$ cat config.mk
export PLATFORM = sky130hd
export DESIGN_NAME = data_mem_ctrl
export DESIGN_NICKNAME = d
export VERILOG_FILES = /design/src/rtl/data_mem_ctrl.sv
export SDC_FILE = /design/constraint.sdc
export NUM_CORES = 1
export LEC_CHECK = 0
export BUFFER_PORTS_ARGS = -buffer_cell sky130_fd_sc_hd__buf_2
export CORE_MARGIN = 2
export CORE_UTILIZATION = 40
export CTS_CLUSTER_DIAMETER = 60
export DETAILED_ROUTE_END_ITERATION = 16
export GPL_ROUTABILITY_DRIVEN = 0
export GPL_TIMING_DRIVEN = 0
export SLEW_MARGIN = 20
export SYNTH_ARGS = -nofsm -noshare
export SYNTH_HDL_FRONTEND = slang
export SYNTH_SLANG_ARGS = --single-unit
$ cat constraint.sdc
create_clock -name Clk -period 2.8 [get_ports Clk]
set_clock_uncertainty 0.1 [all_clocks]
set_input_delay 0.56 -clock Clk [delete_from_list [all_inputs] [get_ports Clk]]
set_output_delay 0.56 -clock Clk [all_outputs]
set_load 0.02 [all_outputs]
$ cat src/rtl/data_mem_ctrl.sv
// Data-memory controller between the pipeline MEM stage and a single-port 32-bit RAM.
// Optional address range checking is enabled by defining DMC_RANGE_CHECK_EN.
module data_mem_ctrl #(
  parameter int unsigned DEPTH = 256
) (
  input  logic        Clk,
  input  logic        Reset,
  input  logic        ReqValid,
  output logic        ReqReady,
  input  logic        ReadWrite,
  input  logic [1:0]  DataSize,
  input  logic        SignedLoad,
  input  logic [31:0] Address,
  input  logic [63:0] StoreData,
  output logic        RspValid,
  output logic [63:0] LoadData,
  output logic        Error,
  output logic        MemEnable,
  output logic        MemReadWrite,
  output logic [31:0] MemAddress,
  output logic [31:0] MemDataIn,
  output logic [1:0]  MemDataSize,
  input  logic [31:0] MemDataOut
);

`ifdef DMC_RANGE_CHECK_EN
  localparam bit RANGE_EN = 1'b1;
`else
  localparam bit RANGE_EN = 1'b0;
`endif

  typedef enum logic [1:0] {IDLE, BEAT0, BEAT1, RESP} state_t;

  state_t      state;
  logic        req_rw;
  logic [1:0]  req_size;
  logic        req_signed;
  logic [31:0] req_addr_next;
  logic [31:0] store_hi;
  logic [31:0] result_lo;

  logic        accept;
  logic [31:0] next_addr;
  logic        range_err;

  always_comb begin
    accept    = ReqValid && ReqReady;
    next_addr = Address + 32'd1;
    range_err = RANGE_EN && ((Address >= DEPTH) ||
                             ((DataSize == 2'b11) && (next_addr >= DEPTH)));
  end

  function automatic logic [63:0] extend(input logic [31:0] d, input logic [1:0] size,
                                         input logic sgn);
    logic [63:0] r;
    case (size)
      2'b00:   r = sgn ? {{56{d[7]}},  d[7:0]}  : {56'd0, d[7:0]};
      2'b01:   r = sgn ? {{48{d[15]}}, d[15:0]} : {48'd0, d[15:0]};
      default: r = sgn ? {{32{d[31]}}, d}       : {32'd0, d};
    endcase
    return r;
  endfunction

  // All outputs are registered: each transition loads the values the next state presents.
  always_ff @(posedge Clk) begin
    if (Reset) begin
      state         <= IDLE;
      ReqReady      <= 1'b1;
      RspValid      <= 1'b0;
      LoadData      <= '0;
      Error         <= 1'b0;
      MemEnable     <= 1'b0;
      MemReadWrite  <= 1'b0;
      MemAddress    <= '0;
      MemDataIn     <= '0;
      MemDataSize   <= '0;
      req_rw        <= 1'b0;
      req_size      <= '0;
      req_signed    <= 1'b0;
      req_addr_next <= '0;
      store_hi      <= '0;
      result_lo     <= '0;
    end else begin
      RspValid <= 1'b0;
      case (state)
        IDLE, RESP: begin
          state    <= IDLE;
          ReqReady <= 1'b1;
          if (accept) begin
            req_rw        <= ReadWrite;
            req_size      <= DataSize;
            req_signed    <= SignedLoad;
            req_addr_next <= next_addr;
            store_hi      <= StoreData[63:32];
            if (range_err) begin
              state    <= RESP;
              RspValid <= 1'b1;
              Error    <= 1'b1;
              LoadData <= '0;
            end else begin
              state        <= BEAT0;
              ReqReady     <= 1'b0;
              MemEnable    <= 1'b1;
              MemReadWrite <= ReadWrite;
              MemAddress   <= Address;
              MemDataIn    <= StoreData[31:0];
              MemDataSize  <= DataSize;
            end
          end
        end
        BEAT0: begin
          if (req_size == 2'b11) begin
            state       <= BEAT1;
            result_lo   <= MemDataOut;
            MemAddress  <= req_addr_next;
            MemDataIn   <= store_hi;
            MemDataSize <= 2'b10;
          end else begin
            state        <= RESP;
            ReqReady     <= 1'b1;
            RspValid     <= 1'b1;
            Error        <= 1'b0;
            LoadData     <= req_rw ? '0 : extend(MemDataOut, req_size, req_signed);
            MemEnable    <= 1'b0;
            MemReadWrite <= 1'b0;
          end
        end
        BEAT1: begin
          state        <= RESP;
          ReqReady     <= 1'b1;
          RspValid     <= 1'b1;
          Error        <= 1'b0;
          LoadData     <= req_rw ? '0 : {MemDataOut, result_lo};
          MemEnable    <= 1'b0;
          MemReadWrite <= 1'b0;
        end
        default: state <= IDLE;
      endcase
    end
  end

endmodule

==> impl_metrics.env <==
export IMPL_ir_worst_vdd_uv=544
export IMPL_dp_cells=1749
export IMPL_design_area_sq_mm=0.0126
export IMPL_synth_cell_types=49
export IMPL_p_sw_w=0.00634
export IMPL_drc=0
export IMPL_grt_pass1_wl_um=49900
export IMPL_outcome="completed"
export IMPL_first_pass_iters=5
export IMPL_ios=270
export IMPL_die_area_sq_mm=0.0258
export IMPL_whs_ns=0.146
export IMPL_syn_to_final_growth_pct=28.0
export IMPL_synth_main_ff_cell="dfxtp_1"
export IMPL_antenna_found_initial=4
export IMPL_maxCapViolations=0
export IMPL_n_fill_cell=2371
export IMPL_p_leak_nw=4.99
export IMPL_max_slew_worst_pin_slew_ns=0.778
export IMPL_hpwl_um=23700
export IMPL_critical_path_class="reg -> reg"
export IMPL_grt_pass1_vias=9097
export IMPL_regArea_sq_mm=0.00472
export IMPL_cp_end_kind="register"
export IMPL_min_period_ns=2.64
export IMPL_power_report_internal_total_w=0.00875
export IMPL_wl_per_cell_um=17.7
export IMPL_num_vias=9494
export IMPL_clkTransAtPathRegs_ns=0.06
export IMPL_power_density_mw_per_mm2=1200
export IMPL_cts_buffer_depth=3
export IMPL_yosys_top_cells_count="dfxtp_1 (236), nand2_1 (190), nor2_1 (141)"
export IMPL_yosysMostFrequentCell="dfxtp_1"
export IMPL_synthArstFlopShare=0
export IMPL_power_frac_seq=0.324
export IMPL_cp_arrival_ns=2.95
export IMPL_grt_use_total=0.240
export IMPL_synth_edff_count=0
export IMPL_grt_overflow=0
export IMPL_stdcell_count=1801
export IMPL_clockRootBuffer="clkbuf_16"
export IMPL_avgSynthCellArea_sq_um=8.47
export IMPL_synth_area_sq_mm=0.00981
export IMPL_yosysWarnings=0
export IMPL_synth_area_leaders="dfxtp_1 (48%), a211oi_1 (8.3%), mux2i_1 (7.3%)"
export IMPL_grt_max_degree=15
export IMPL_cts_sinks=236
export IMPL_clkPwrFrac=0.246
export IMPL_startpoint_type="register"
export IMPL_synthCells=1158
export IMPL_yosys_area_top_type="dfxtp_1"
export IMPL_synth_top_area_frac=0.482
export IMPL_setup_viol_count_final=0
export IMPL_drt_initial_drc_count=546
export IMPL_cts_made_buffers=29
export IMPL_place_area_sq_mm=0.0116
export IMPL_path_max_fanout=10
export IMPL_final_nets=1592
export IMPL_fin_util=0.519
export IMPL_synth_seq_cells=236
export IMPL_synthesis_nets=1296
export IMPL_cts_tree="built"
export IMPL_drt_vias_per_instance=5.27
export IMPL_drive_gt1_frac=0.234
export IMPL_swShare=0.420
export IMPL_rows=57
export IMPL_core_sq_mm=0.0242
export IMPL_totalWireLength_um=31800
export IMPL_die_w_um=161
export IMPL_htreeDepth=1
export IMPL_start_util=0.406
export IMPL_worst_ep_required_time_ns=3.11
export IMPL_maxSlewViolCount=0
export IMPL_die_h_um=161
export IMPL_relSlewSlack=0.481
export IMPL_rsz0062_at_grt="no"
export IMPL_fmax_mhz=379
export IMPL_io_buffer_count=267
export IMPL_finalHoldViolCount=0
export IMPL_finalCritPeriodShare=0.942
export IMPL_insertion_delay_ns=0.55
export IMPL_multiInputGateArea_sq_mm=0.00470
export IMPL_ant_nets=0
export IMPL_seq_area_frac_synth=0.482
export IMPL_power_frac_comb=0.429
export IMPL_hp_class="in -> reg"
[critical path, cell delays in order (launching register included)]
cell and delay, ns:
dfxtp_1 0.33, inv_1 0.05, ha_1 0.43, a31oi_1 0.63, nor2_1 0.28, clkbuf_1 0.33
a32oi_1 0.23, o21ai_0 0.11
[power by group through the flow]
stage / combinational, W / clock, W / sequential, W
5_1_grt: 0.00713 / 0.00393 / 0.00501
2_1_floorplan: 0.00357 / 0 / 0.00566
3_3_place_gp: 0.00637 / 0 / 0.00493
4_1_cts: 0.00649 / 0.00378 / 0.00490
3_5_place_dp: 0.00642 / 0 / 0.00495
6_report: 0.00648 / 0.00372 / 0.00489
[per-layer routing]
metal / up-vias / global-route usage / wire [um]
met5: - / 0 / 0
met4: 0 / 0.0704 / 818
met3: 53 / 0.0597 / 2500
met2: 334 / 0.390 / 14300
met1: 4397 / 0.316 / 14200
li1: 4710 / - / -
[worst paths after layout]
path,start,depth (start not counted),end,slack (ns)
worst max-delay path,state[0]$_SDFF_PP0_,7,LoadData[22]$_SDFFE_PP0P_,0.16
worst max register to register,state[0]$_SDFF_PP0_,7,LoadData[22]$_SDFFE_PP0P_,0.16
worst min-delay path,StoreData[51],3,store_hi[19]$_SDFFE_PP0P_,0.15
worst min register to register,result_lo[13]$_SDFFE_PP0P_,2,result_lo[13]$_SDFFE_PP0P_,0.35
[sequential cells by signal, indices dropped and copies added, names as in the netlist, 2 cells and up]
register / flops
MemDataIn: 32
result_lo: 32
MemAddress: 32
req_addr_next: 32
req_size: 2
MemDataSize: 2
state: 2
LoadData: 64
store_hi: 32
[cell families (layout without fill, tap and decap cells)]
group,after synthesis,after routing,synth area share
and+or+nand+nor,432,432,0.192
AOI/OAI and AO/OA,293,293,0.196
DFF,236,236,0.482
buffers and inverters,111,426,0.0434
muxes,73,73,0.0746
xor gates and xnor gates,9,9,0.00803
adders and majority gates,3,3,0.00383
other,1,5,0.000382
[stage by stage]
stage / setup TNS [ns] / power, W / setup slack, ns
after floorplan: 0 / 0.00923 / 0.471
after global placement: -35.36 / 0.0113 / -0.669
after detailed placement: -37.09 / 0.0114 / -0.683
after CTS: -0.00872 / 0.0152 / -0.00872
after global routing: 0 / 0.0161 / 0.00522
final: 0 / 0.0151 / 0.163
[what timing repair did]
action | in CTS | in global routing
endpoints found under the setup margin | 96 | 108
resized for setup | 15 | 6
hold buffers | 0 | 0
buffers inserted | 0 | 1
pin swaps | 0 | 1
[layout by cell type, fill, tap and decap left out, types with 4 or more instances in the layout]
master / synthesis / final
a211oi_1: 108 / 108
a21oi_1: 87 / 86
a311oi_1: 16 / 16
a32oi_1: 17 / 17
and4_1: 5 / 5
buf_1: 13 / 13
buf_2: 4 / 271
clkbuf_1: 83 / 68
clkbuf_16: 0 / 29
clkbuf_2: 0 / 13
clkbuf_8: 0 / 5
clkinv_2: 0 / 6
dfxtp_1: 236 / 236
diode_2: 0 / 4
inv_1: 10 / 10
mux2i_1: 72 / 72
nand2_1: 190 / 190
nand2b_1: 4 / 4
nand3_1: 17 / 16
nor2_1: 141 / 140
nor2b_1: 16 / 16
nor3_1: 17 / 17
nor4_1: 5 / 5
o21ai_0: 39 / 39
o31ai_1: 8 / 8
or3_1: 11 / 11
or4_1: 12 / 12
xnor2_1: 6 / 6
[final cells by class]
type	count	area share
Sequential cell	236	0.376
Timing Repair Buffer	268	0.107
Tap cell	324	0.0323
Clock buffer	35	0.0636
Multi-Input combinational cell	811	0.374
Inverter	10	0.00299
Clock inverter	15	0.0119
Buffer	98	0.0313
Antenna cell	4	0.000797
No activity file was read; power rests on OpenSTA's default activity.
